`config.mk`:
```
export PLATFORM = sky130hd
export DESIGN_NAME = krnl_cam_rtl_seq_flat
export DESIGN_NICKNAME = d
export VERILOG_FILES = /design/src/rtl/krnl_cam_pkg.sv /design/src/rtl/krnl_cam_rtl_seq_if.sv /design/src/rtl/krnl_cam_rtl_hdr_decode.sv /design/src/rtl/krnl_cam_rtl_seq.sv /design/src/flat_wrapper.sv
export SDC_FILE = /design/constraint.sdc
export NUM_CORES = 1
export LEC_CHECK = 0
export CORE_AREA = 2 2 420 422
export CTS_CLUSTER_DIAMETER = 100
export CTS_CLUSTER_SIZE = 25
export DETAILED_ROUTE_END_ITERATION = 12
export DIE_AREA = 0 0 422 424
export SYNTH_ARGS = -nofsm -noshare
export SYNTH_HDL_FRONTEND = slang
export SYNTH_SLANG_ARGS = --single-unit
```
`constraint.sdc`:
```
create_clock -name aclk -period 3.05 [get_ports aclk]
set_input_delay 0.7625 -clock aclk [delete_from_list [all_inputs] [get_ports aclk]]
set_output_delay 0.7625 -clock aclk [all_outputs]
set_load 0.02 [all_outputs]
```
`src/rtl/krnl_cam_pkg.sv`:
```
// krnl_cam_pkg: shared state codes and header field positions for the CAM kernel
package krnl_cam_pkg;
    localparam int ST_W    = 3;
    localparam int OPC_LSB = 0;
    localparam int CNT_LSB = 32;
    localparam int CNT_MSB = 61;
    localparam int IDX_LSB = 64;

    typedef enum logic [ST_W-1:0] {
        IDLE       = 3'd0,
        UPDATE_ALL = 3'd1,
        SEARCH     = 3'd2,
        UPDATE_ONE = 3'd3
    } state_t;

    function automatic logic is_data(state_t s);
        return s != IDLE;
    endfunction
endpackage

```
`src/rtl/krnl_cam_rtl_seq_if.sv`:
```
// krnl_cam_rtl_seq_if: input stream plus CAM-side payload/write bus of the sequencer
interface krnl_cam_rtl_seq_if #(
    parameter int C_DATA_WIDTH = 520,
    parameter int AW           = 7
);
    logic [C_DATA_WIDTH-1:0] s_tdata;
    logic                    s_tvalid;
    logic                    s_tready;
    logic [C_DATA_WIDTH-1:0] m_tdata;
    logic                    m_tvalid;
    logic                    m_tready;
    logic                    m_we;
    logic [AW-1:0]           m_waddr;
    logic                    m_last;

    modport master (
        output s_tdata, s_tvalid, m_tready,
        input  s_tready, m_tdata, m_tvalid, m_we, m_waddr, m_last
    );
    modport slave (
        input  s_tdata, s_tvalid, m_tready,
        output s_tready, m_tdata, m_tvalid, m_we, m_waddr, m_last
    );
endinterface

```
`src/rtl/krnl_cam_rtl_hdr_decode.sv`:
```
// krnl_cam_rtl_hdr_decode: combinational header check yielding next state, count and index
module krnl_cam_rtl_hdr_decode
    import krnl_cam_pkg::*;
#(
    parameter int C_DATA_WIDTH = 520,
    parameter int CAM_SIZE     = 128,
    parameter int CNT_WIDTH    = 30,
    localparam int AW          = $clog2(CAM_SIZE)
) (
    input  logic [C_DATA_WIDTH-1:0] hdr,
    output logic                    valid,
    output logic                    err,
    output state_t                  nxt,
    output logic [CNT_WIDTH-1:0]    cnt,
    output logic [AW-1:0]           idx
);
    logic [ST_W-1:0]      opc;
    logic [CNT_WIDTH-1:0] n;
    logic                 unused_bits;

    assign unused_bits = ^hdr;

    always_comb begin
        opc   = hdr[OPC_LSB +: ST_W];
        n     = hdr[CNT_LSB +: CNT_WIDTH];
        valid = (opc == UPDATE_ONE) || ((opc == UPDATE_ALL || opc == SEARCH) && n != '0);
        err   = !valid;
        nxt   = valid ? state_t'(opc) : IDLE;
        // UPDATE_ONE always carries exactly one payload word regardless of N
        cnt   = (opc == UPDATE_ONE) ? CNT_WIDTH'(1) : n;
        idx   = hdr[IDX_LSB +: AW];
    end
endmodule

```
`src/rtl/krnl_cam_rtl_seq.sv`:
```
// krnl_cam_rtl_seq: parses stream headers and steers payload to the CAM as writes or search keys
module krnl_cam_rtl_seq
    import krnl_cam_pkg::*;
#(
    parameter int C_DATA_WIDTH  = 520,
    parameter int CAM_SIZE      = 128,
    parameter int OP_CODE_WIDTH = 3,
    parameter int CNT_WIDTH     = 30,
    localparam int AW           = $clog2(CAM_SIZE)
) (
    input  logic                     aclk,
    input  logic                     areset,
    krnl_cam_rtl_seq_if.slave        bus,
    output logic [OP_CODE_WIDTH-1:0] state,
    output logic [OP_CODE_WIDTH-1:0] state_pulse,
    output logic                     update_all_end,
    output logic                     search_end,
    output logic [15:0]              err_cnt
);
    state_t               st, st_d, pulse_q, dec_nxt;
    logic [CNT_WIDTH-1:0] rem, ptr, dec_cnt;
    logic [AW-1:0]        idx_q, dec_idx;
    logic                 dec_valid, dec_err, uae_q, se_q;
    logic                 idle, drop, hs, hdr_ok, hdr_bad, pay, fin;

    krnl_cam_rtl_hdr_decode #(
        .C_DATA_WIDTH(C_DATA_WIDTH),
        .CAM_SIZE    (CAM_SIZE),
        .CNT_WIDTH   (CNT_WIDTH)
    ) u_dec (
        .hdr  (bus.s_tdata),
        .valid(dec_valid),
        .err  (dec_err),
        .nxt  (dec_nxt),
        .cnt  (dec_cnt),
        .idx  (dec_idx)
    );

    always_comb begin
        idle         = !is_data(st);
        // UPDATE_ALL words past the last CAM entry are swallowed locally
        drop         = st == UPDATE_ALL && ptr >= CNT_WIDTH'(CAM_SIZE);
        bus.s_tready = idle || drop || bus.m_tready;
        bus.m_tvalid = !idle && !drop && bus.s_tvalid;
        bus.m_tdata  = bus.s_tdata;
        bus.m_we     = st == UPDATE_ALL || st == UPDATE_ONE;
        bus.m_waddr  = st == UPDATE_ALL ? ptr[AW-1:0] : st == UPDATE_ONE ? idx_q : '0;
        bus.m_last   = !idle && rem == CNT_WIDTH'(1);
        hs           = bus.s_tvalid && bus.s_tready;
        hdr_ok       = idle && hs && dec_valid;
        hdr_bad      = idle && hs && dec_err;
        pay          = !idle && hs;
        fin          = pay && rem == CNT_WIDTH'(1);
        st_d         = hdr_ok ? dec_nxt : fin ? IDLE : st;
    end

    always_ff @(posedge aclk) begin
        if (areset) st <= IDLE;
        else        st <= st_d;
    end

    always_ff @(posedge aclk) begin
        if (areset) begin
            pulse_q <= IDLE;
            rem     <= '0;
            ptr     <= '0;
            idx_q   <= '0;
            uae_q   <= 1'b0;
            se_q    <= 1'b0;
            err_cnt <= '0;
        end else begin
            pulse_q <= hdr_ok ? dec_nxt : IDLE;
            uae_q   <= fin && st == UPDATE_ALL;
            se_q    <= fin && st == SEARCH;
            if (hdr_ok) begin
                rem   <= dec_cnt;
                ptr   <= '0;
                idx_q <= dec_idx;
            end else if (pay) begin
                rem <= rem - CNT_WIDTH'(1);
                ptr <= ptr + CNT_WIDTH'(1);
            end
            if (hdr_bad && err_cnt != 16'hFFFF) err_cnt <= err_cnt + 16'd1;
        end
    end

    assign state          = OP_CODE_WIDTH'(st);
    assign state_pulse    = OP_CODE_WIDTH'(pulse_q);
    assign update_all_end = uae_q;
    assign search_end     = se_q;
endmodule

```
`src/flat_wrapper.sv`:
```
// flat-port wrapper written by rule: the top's interface ports become plain ports
module krnl_cam_rtl_seq_flat import krnl_cam_pkg::*;
#(
    parameter int C_DATA_WIDTH  = 520,
    parameter int CAM_SIZE      = 128,
    parameter int OP_CODE_WIDTH = 3,
    parameter int CNT_WIDTH     = 30,
    localparam int AW           = $clog2(CAM_SIZE)
)
  (aclk, areset, state, state_pulse, update_all_end, search_end, err_cnt, bus_s_tdata, bus_s_tvalid, bus_m_tready, bus_s_tready, bus_m_tdata, bus_m_tvalid, bus_m_we, bus_m_waddr, bus_m_last);
  krnl_cam_rtl_seq_if #(.C_DATA_WIDTH(C_DATA_WIDTH), .AW((7))) bus_i ();
  input  logic aclk;
  input  logic areset;
  output logic [OP_CODE_WIDTH-1:0] state;
  output logic [OP_CODE_WIDTH-1:0] state_pulse;
  output logic update_all_end;
  output logic search_end;
  output logic [15:0] err_cnt;
  input wire logic [$bits(bus_i.s_tdata)-1:0] bus_s_tdata;
  input wire logic [$bits(bus_i.s_tvalid)-1:0] bus_s_tvalid;
  input wire logic [$bits(bus_i.m_tready)-1:0] bus_m_tready;
  output wire logic [$bits(bus_i.s_tready)-1:0] bus_s_tready;
  output wire logic [$bits(bus_i.m_tdata)-1:0] bus_m_tdata;
  output wire logic [$bits(bus_i.m_tvalid)-1:0] bus_m_tvalid;
  output wire logic [$bits(bus_i.m_we)-1:0] bus_m_we;
  output wire logic [$bits(bus_i.m_waddr)-1:0] bus_m_waddr;
  output wire logic [$bits(bus_i.m_last)-1:0] bus_m_last;
  assign bus_i.s_tdata = bus_s_tdata;
  assign bus_i.s_tvalid = bus_s_tvalid;
  assign bus_i.m_tready = bus_m_tready;
  assign bus_s_tready = bus_i.s_tready;
  assign bus_m_tdata = bus_i.m_tdata;
  assign bus_m_tvalid = bus_i.m_tvalid;
  assign bus_m_we = bus_i.m_we;
  assign bus_m_waddr = bus_i.m_waddr;
  assign bus_m_last = bus_i.m_last;
  krnl_cam_rtl_seq #(.C_DATA_WIDTH(C_DATA_WIDTH), .CAM_SIZE(CAM_SIZE), .OP_CODE_WIDTH(OP_CODE_WIDTH), .CNT_WIDTH(CNT_WIDTH)) u_core (.aclk(aclk), .areset(areset), .bus(bus_i), .state(state), .state_pulse(state_pulse), .update_all_end(update_all_end), .search_end(search_end), .err_cnt(err_cnt));
endmodule
```
==> impl_metrics.env, run 1 <==
export IMPL_hold_path_startpoint="u_core.idx_q[1]$_SDFFE_PP0P_"
export IMPL_async_flop_share=0
export IMPL_drtPass1Iterations=4
export IMPL_synthesis_nets=1613
export IMPL_die_y_um=424
export IMPL_synthTopCellsByCount="buf_4, dfxtp_1, nor2_1"
export IMPL_final_hold_viol_count=0
export IMPL_hold_path_depth=2
export IMPL_dieArea_um2=178900
export IMPL_cts_made_buffers=9
export IMPL_area_growth_pct=14.56
export IMPL_yosysMostFrequentCell="buf_4"
export IMPL_grt_overflow=0
export IMPL_synth_edf_count=0
export IMPL_end_kind="output port"
export IMPL_p_leak_nw=2.656
export IMPL_clk_pin_slew_ps=70
export IMPL_crit_arrival_ps=2210
export IMPL_min_period_ps=2971
export IMPL_r2r_slack_ps=470
export IMPL_yosysUniqueCellTypes=58
export IMPL_drtIter0Drc=396
export IMPL_dp_cells=3066
export IMPL_hold_class="flip-flop to flip-flop"
export IMPL_setup_viol=0
export IMPL_htreeDepth=3
export IMPL_switching_share=0.3283
export IMPL_cp_required_ps=2290
export IMPL_avgRoutedWirePerCell_um=24.18
export IMPL_syn_cell_area_um2=8567
export IMPL_finalNonFillerCells=3088
export IMPL_clockBufferDepth=2
export IMPL_slew_headroom=0.5933
export IMPL_hpwl_mm=66.90
export IMPL_fin_skew_ps=17.26
export IMPL_antenna_found_initial=15
export IMPL_worstSkewPairLatency_ps=390
export IMPL_yosysWarnings=0
export IMPL_nets=1270
export IMPL_layout_drive_gt1_share=0.1823
export IMPL_port_buffers=118
export IMPL_clock_sinks=91
export IMPL_hold_buffers=0
export IMPL_num_rows=154
export IMPL_crit_fanout=2
export IMPL_synth_top_area_frac=0.4557
export IMPL_rsz0062_at_grt="no"
export IMPL_status="finished clean"
export IMPL_p_per_area_nw_per_um2=316.7
export IMPL_ir_drop_mv=0.2755
export IMPL_intPower_mw=2.088
export IMPL_fin_setup_tns_ps=0
export IMPL_placed_area_um2=9399
export IMPL_met2WireLength_mm=30.94
export IMPL_netlist_instances=1084
export IMPL_ios=1079
export IMPL_power_mw=3.109
export IMPL_die_x_um=422
export IMPL_r2r_end="u_core.search_end$_SDFF_PP0_"
export IMPL_worst_pin_slew_ps=605.4
export IMPL_grt_start_max_net_pins=43
export IMPL_cap_violations=0
export IMPL_place_congestion=0.7778
export IMPL_timing_final_crit_share=0.9739
export IMPL_via_per_inst=1.970
export IMPL_synthTopCellsByArea="buf_4, dfxtp_1, nor2_1"
export IMPL_design_area_um2=9814
export IMPL_fmax_mhz=336.6
export IMPL_cp_start_kind="input port"
export IMPL_grt_pass1_wl_mm=86.71
export IMPL_vias=6084
export IMPL_ys_ff_latch=91
export IMPL_power_frac_seq=0.403
export IMPL_reg2regPathDepth=8
export IMPL_route_met3_wl_mm=19.77
export IMPL_grt_pass1_vias=5941
export IMPL_r2r_start="u_core.rem[20]$_SDFFE_PP0P_"
export IMPL_core_um2=175000
export IMPL_drv_slew=0
export IMPL_track_usage=0.07962
export IMPL_critical_path_class="input port to output port"
export IMPL_syn_avg_cell_area_um2=7.903
export IMPL_cts_tree="done"
export IMPL_met1_length_mm=20.18
export IMPL_initial_core_util=0.04897
export IMPL_switchingPower_mw=1.020
export IMPL_dominantRegCellSynth="dfxtp_1"
export IMPL_combPwrFrac=0.224
export IMPL_drcViolationCount=0
export IMPL_synth_largest_area_cell="buf_4"
export IMPL_fin_hold_ws_ps=498.1
export IMPL_top_layer_used="met5"
export IMPL_ys_seq_area_frac=0.2126
export IMPL_p_clk_frac=0.373
export IMPL_drt_wl_total_mm=74.68
export IMPL_antenna_left=0
export IMPL_cts_root_buf="clkbuf_16"
export IMPL_min_to="u_core.idx_q[1]$_SDFFE_PP0P_"
[timing repair]
action	4_1_cts	5_1_grt
endpoints found under the setup margin	90	19
cloned	0	0
pin swaps	2	1
gates resized for setup	9	6
setup buffers	2	2
endpoints found under the hold margin	0	0
[registers in the layout, summed over array words and instances (netlist names)]
register,cells
u_core.err_cnt,16
u_core.idx_q,7
u_core.ptr,30
u_core.rem,30
u_core.search_end,1
u_core.state,3
u_core.state_pulse,3
u_core.update_all_end,1
[worst max-delay path, stage by stage]
cell,delay (ps)
clkdlybuf4s50_1,570
buf_4,200
clkdlybuf4s50_1,670
[per-layer routing]
| metal | global-route usage | up-vias |
|---|---|---|
| li1 | - | 2405 |
| met1 | 0.06320 | 2709 |
| met2 | 0.1131 | 797 |
| met3 | 0.09731 | 159 |
| met4 | 0.03762 | 14 |
| met5 | 0.01048 | - |
[through the flow]
stage | setup slack, ps | utilization
finish | 79.47 | 0.05610
global route | 5.248 | 0.05608
CTS | 0.7472 | 0.05575
detailed placement | -882.4 | 0.05372
global placement | -902.7 | 0.05372
floorplan | 271.8 | -
[cell type report]
cell class                 count  area, um2
sequential                    91       1822
inverter                      18      67.56
timing repair buffer         193       1939
clock inverter                 7      68.82
multi-input combinational    428       2759
fill                       20816     165100
clock buffer                   9      225.2
tap                         2340       2928
antenna                        2      5.005
[cells in the final DEF, fill, tap and decap left out, drive strengths merged, types with 21 or more instances in the layout]
cell type        n
nand2           44
nor2            76
nand3           29
nor4            37
clkdlybuf4s50   91
buf            100
xnor2           30
inv             22
nand4           23
dfxtp           91
o21ai           21
[worst max-delay path by stage]
stage	start	end	cells past startpoint
3_5_place_dp	bus_s_tdata[49]	u_core.err_cnt[1]$_SDFFE_PP0P_	10
3_3_place_gp	bus_s_tdata[49]	u_core.err_cnt[1]$_SDFFE_PP0P_	10
4_1_cts	u_core.ptr[7]$_SDFFE_PP0P_	bus_s_tready	5
2_1_floorplan	u_core.state[1]$_SDFFE_PP0P_	bus_m_last	4
6_report	bus_s_tdata[59]	bus_m_tdata[59]	3
5_1_grt	u_core.rem[8]$_SDFFE_PP0P_	bus_m_last	7
[logic make-up after synthesis]
kind of cell | Yosys count | share of synthesized area
buf+inv | 565 | 0.4764
simple gates | 278 | 0.1681
flops | 91 | 0.2126
compound gates | 77 | 0.06397
xor+xnor | 49 | 0.05009
mux | 18 | 0.02103
fa+ha+maj | 5 | 0.007302
other cells | 1 | 0.0004377
[power by group through the flow]
stage / Clock, mW / Combinational, mW / Sequential [mW]
floorplan: 0 / 1.23 / 1.28
global placement: 0 / 0.699 / 1.28
detailed placement: 0 / 0.701 / 1.28
CTS: 1.20 / 0.715 / 1.25
global route: 1.25 / 0.753 / 1.26
finish: 1.16 / 0.696 / 1.25
No activity file was read; power rests on OpenSTA's default activity.
==> run 2: changes to the inputs <==
--- a/config.mk
+++ b/config.mk
@@ -5,11 +5,12 @@
 export SDC_FILE = /design/constraint.sdc
 export NUM_CORES = 1
 export LEC_CHECK = 0
-export CORE_AREA = 2 2 420 422
+export ABC_AREA = 1
+export CORE_AREA = 2 2 425 427
 export CTS_CLUSTER_DIAMETER = 100
 export CTS_CLUSTER_SIZE = 25
 export DETAILED_ROUTE_END_ITERATION = 12
-export DIE_AREA = 0 0 422 424
+export DIE_AREA = 0 0 427 429
 export SYNTH_ARGS = -nofsm -noshare
 export SYNTH_HDL_FRONTEND = slang
 export SYNTH_SLANG_ARGS = --single-unit
==> run 2 against run 1 <==
Compared with the run above: critical endpoint is now bus_m_tdata[56]; first-iteration DRC count grew 32%; worst hold slack lost 15 ps; critical path type unchanged; core utilization grew 0.53 points; total power grew 14%.
==> impl_metrics.env, run 2 <==
export IMPL_status="finished clean"
export IMPL_gr_max_usage_layer="met2"
export IMPL_nets=1660
export IMPL_yosysWarnings=0
export IMPL_clk_pin_slew_ps=100
export IMPL_ios=1079
export IMPL_slew_headroom=0.3892
export IMPL_ys_seq_area_frac=0.1842
export IMPL_crit_slowest_cell="clkdlybuf4s50_1"
export IMPL_max_stage_delay_ps=690
export IMPL_final_hold_viol_count=0
export IMPL_drcViolationCount=0
export IMPL_timing_final_crit_share=0.9607
export IMPL_finalNonFillerCells=3496
export IMPL_hold_class="flip-flop to flip-flop"
export IMPL_syn_avg_cell_area_um2=6.633
export IMPL_reg_top3="u_core.ptr (30), u_core.rem (30), u_core.err_cnt (16)"
export IMPL_layout_drive_gt1_share=0.1206
export IMPL_grt_pass1_wl_mm=91.80
export IMPL_postLayoutCoreUtil=0.06137
export IMPL_initial_core_util=0.05555
export IMPL_grt_start_max_net_pins=45
export IMPL_core_um2=178000
export IMPL_synth_top_area_frac=0.3970
export IMPL_grt_pass1_vias=7465
export IMPL_rsz0062_at_grt="no"
export IMPL_path_cells="clkdlybuf4s50_1, buf_4, clkdlybuf4s50_1"
export IMPL_cts_root_buf="clkbuf_16"
export IMPL_antenna_left=0
export IMPL_drtPass1Iterations=6
export IMPL_fmax_mhz=341.3
export IMPL_dp_cells=3475
export IMPL_synthTopCellsByArea="buf_4, dfxtp_1, nand2_1"
export IMPL_crit_fanout=3
export IMPL_gr_usage_met2=0.1166
export IMPL_end_kind="output port"
export IMPL_syn_cell_area_um2=9889
export IMPL_synthesis_nets=2020
export IMPL_track_usage=0.08036
export IMPL_cts_made_buffers=9
export IMPL_synthTopCellsByCount="buf_4, nand2_1, nor2_1"
export IMPL_use_met1=0.06047
export IMPL_num_rows=155
export IMPL_cts_tree="done"
export IMPL_cp_start_kind="input port"
export IMPL_antenna_found_initial=14
export IMPL_yosysUniqueCellTypes=37
export IMPL_fill_cells=21139
export IMPL_die_y_um=429
export IMPL_post_cts_buffers=0
export IMPL_p_per_area_nw_per_um2=323.5
export IMPL_drt_wl_total_mm=76.60
export IMPL_place_congestion=0.8542
export IMPL_port_buffers=118
export IMPL_grt_overflow=0
export IMPL_power_mw=3.534
export IMPL_ys_ff_latch=91
export IMPL_dominantRegCellSynth="dfxtp_1"
export IMPL_netlist_instances=1491
export IMPL_yosysMostFrequentCell="buf_4"
export IMPL_fin_setup_tns_ps=0
export IMPL_clock_sinks=91
export IMPL_vias=7663
export IMPL_worstSkewPairLatency_ps=390
export IMPL_synth_edf_count=0
export IMPL_drtIter0Drc=522
export IMPL_worst_pin_slew_ps=914.0
export IMPL_clockBufferDepth=2
export IMPL_die_x_um=427
export IMPL_htreeDepth=3
export IMPL_dieArea_um2=183200
export IMPL_p_leak_nw=3.588
export IMPL_grt_util_met3=0.09408
export IMPL_area_growth_pct=10.48
export IMPL_ir_drop_mv=0.2701
export IMPL_crit_top_cell="clkdlybuf4s50_1"
export IMPL_via_per_inst=2.192
export IMPL_avgRoutedWirePerCell_um=21.91
export IMPL_mostFrequentLayoutCell="nand2_1"
export IMPL_min_period_ps=2930
export IMPL_cap_violations=0
export IMPL_fin_skew_ps=22.89
export IMPL_cp_required_ps=2290
export IMPL_drv_slew=0
export IMPL_async_flop_share=0
export IMPL_final_cell_mix="nand2_1, nor2_1, inv_1"
export IMPL_crit_arrival_ps=2170
export IMPL_critical_path_class="input port to output port"
export IMPL_hpwl_mm=68.22
export IMPL_setup_viol=0
export IMPL_synth_largest_area_cell="buf_4"
## run 2: through the flow
stage | instance area [um2] | setup WS, ps | hold WS (ps)
after floorplan | 9889 | 972.8 | 449.3
after global placement | 10570 | -798.1 | 461.7
after detailed placement | 10570 | -757.6 | 464.4
after CTS | 10900 | 12.46 | 480.9
after global routing | 10910 | 47.97 | 511.1
final | 10930 | 119.8 | 483.4
## run 2: cell families (layout without fill, tap and decap cells)
| kind of cell | Yosys count | count (layout) | synth area share |
|---|---|---|---|
| other | 1 | 6 | 0.0003792 |
| buffers and inverters | 675 | 320 | 0.4636 |
| AND/OR/NAND/NOR | 579 | 579 | 0.2523 |
| flip-flops | 91 | 91 | 0.1842 |
| XOR/XNOR | 45 | 45 | 0.03985 |
| adder cells (fa/ha/maj) | 5 | 5 | 0.006326 |
| AO/OA/AOI/OAI | 95 | 95 | 0.05339 |
## run 2: report_power, final
| group | switching [mW] | total, mW | internal [mW] |
|---|---|---|---|
| Sequential | 0.0471 | 1.28 | 1.23 |
| Combinational | 0.628 | 1.02 | 0.391 |
| Clock | 0.649 | 1.24 | 0.587 |
| Total | 1.32 | 3.53 | 2.21 |
## run 2: worst paths after layout
check	start	to	slack [ps]	cells after the start
setup / recovery	bus_s_tdata[56]	bus_m_tdata[56]	120	3
setup reg to reg	u_core.ptr[19]$_SDFFE_PP0P_	u_core.rem[23]$_SDFFE_PP0P_	560	12
hold / removal	u_core.idx_q[1]$_SDFFE_PP0P_	u_core.idx_q[1]$_SDFFE_PP0P_	480	2
hold reg to reg	u_core.idx_q[1]$_SDFFE_PP0P_	u_core.idx_q[1]$_SDFFE_PP0P_	480	2
## run 2: per-layer routing
layer | routed length, um | vias to the layer above
met5 | 119 | -
met4 | 5138 | 12
met3 | 19220 | 194
met2 | 31870 | 734
met1 | 20250 | 3358
li1 | - | 3365
## run 2: area by class of cell
cell class | count | area [um2] | share of cell area
Multi-Input combinational cell | 725 | 3517 | 0.3219
Sequential cell | 91 | 1822 | 0.1667
Clock inverter | 7 | 80.08 | 0.007329
Timing Repair Buffer | 179 | 1853 | 0.1696
Antenna cell | 5 | 12.51 | 0.001145
Inverter | 125 | 469.2 | 0.04295
Tap cell | 2355 | 2947 | 0.2697
Clock buffer | 9 | 225.2 | 0.02061
## run 2: repair_timing
action,CTS,global route
hold buffers,0,0
endpoints found under the setup margin,93,11
gates resized for setup,5,4
pin swaps,1,0
gates cloned,0,0
## run 2: critical path: cells and delay by family
family | cells | cell delay, ps
buf+inv | 3 | 1400
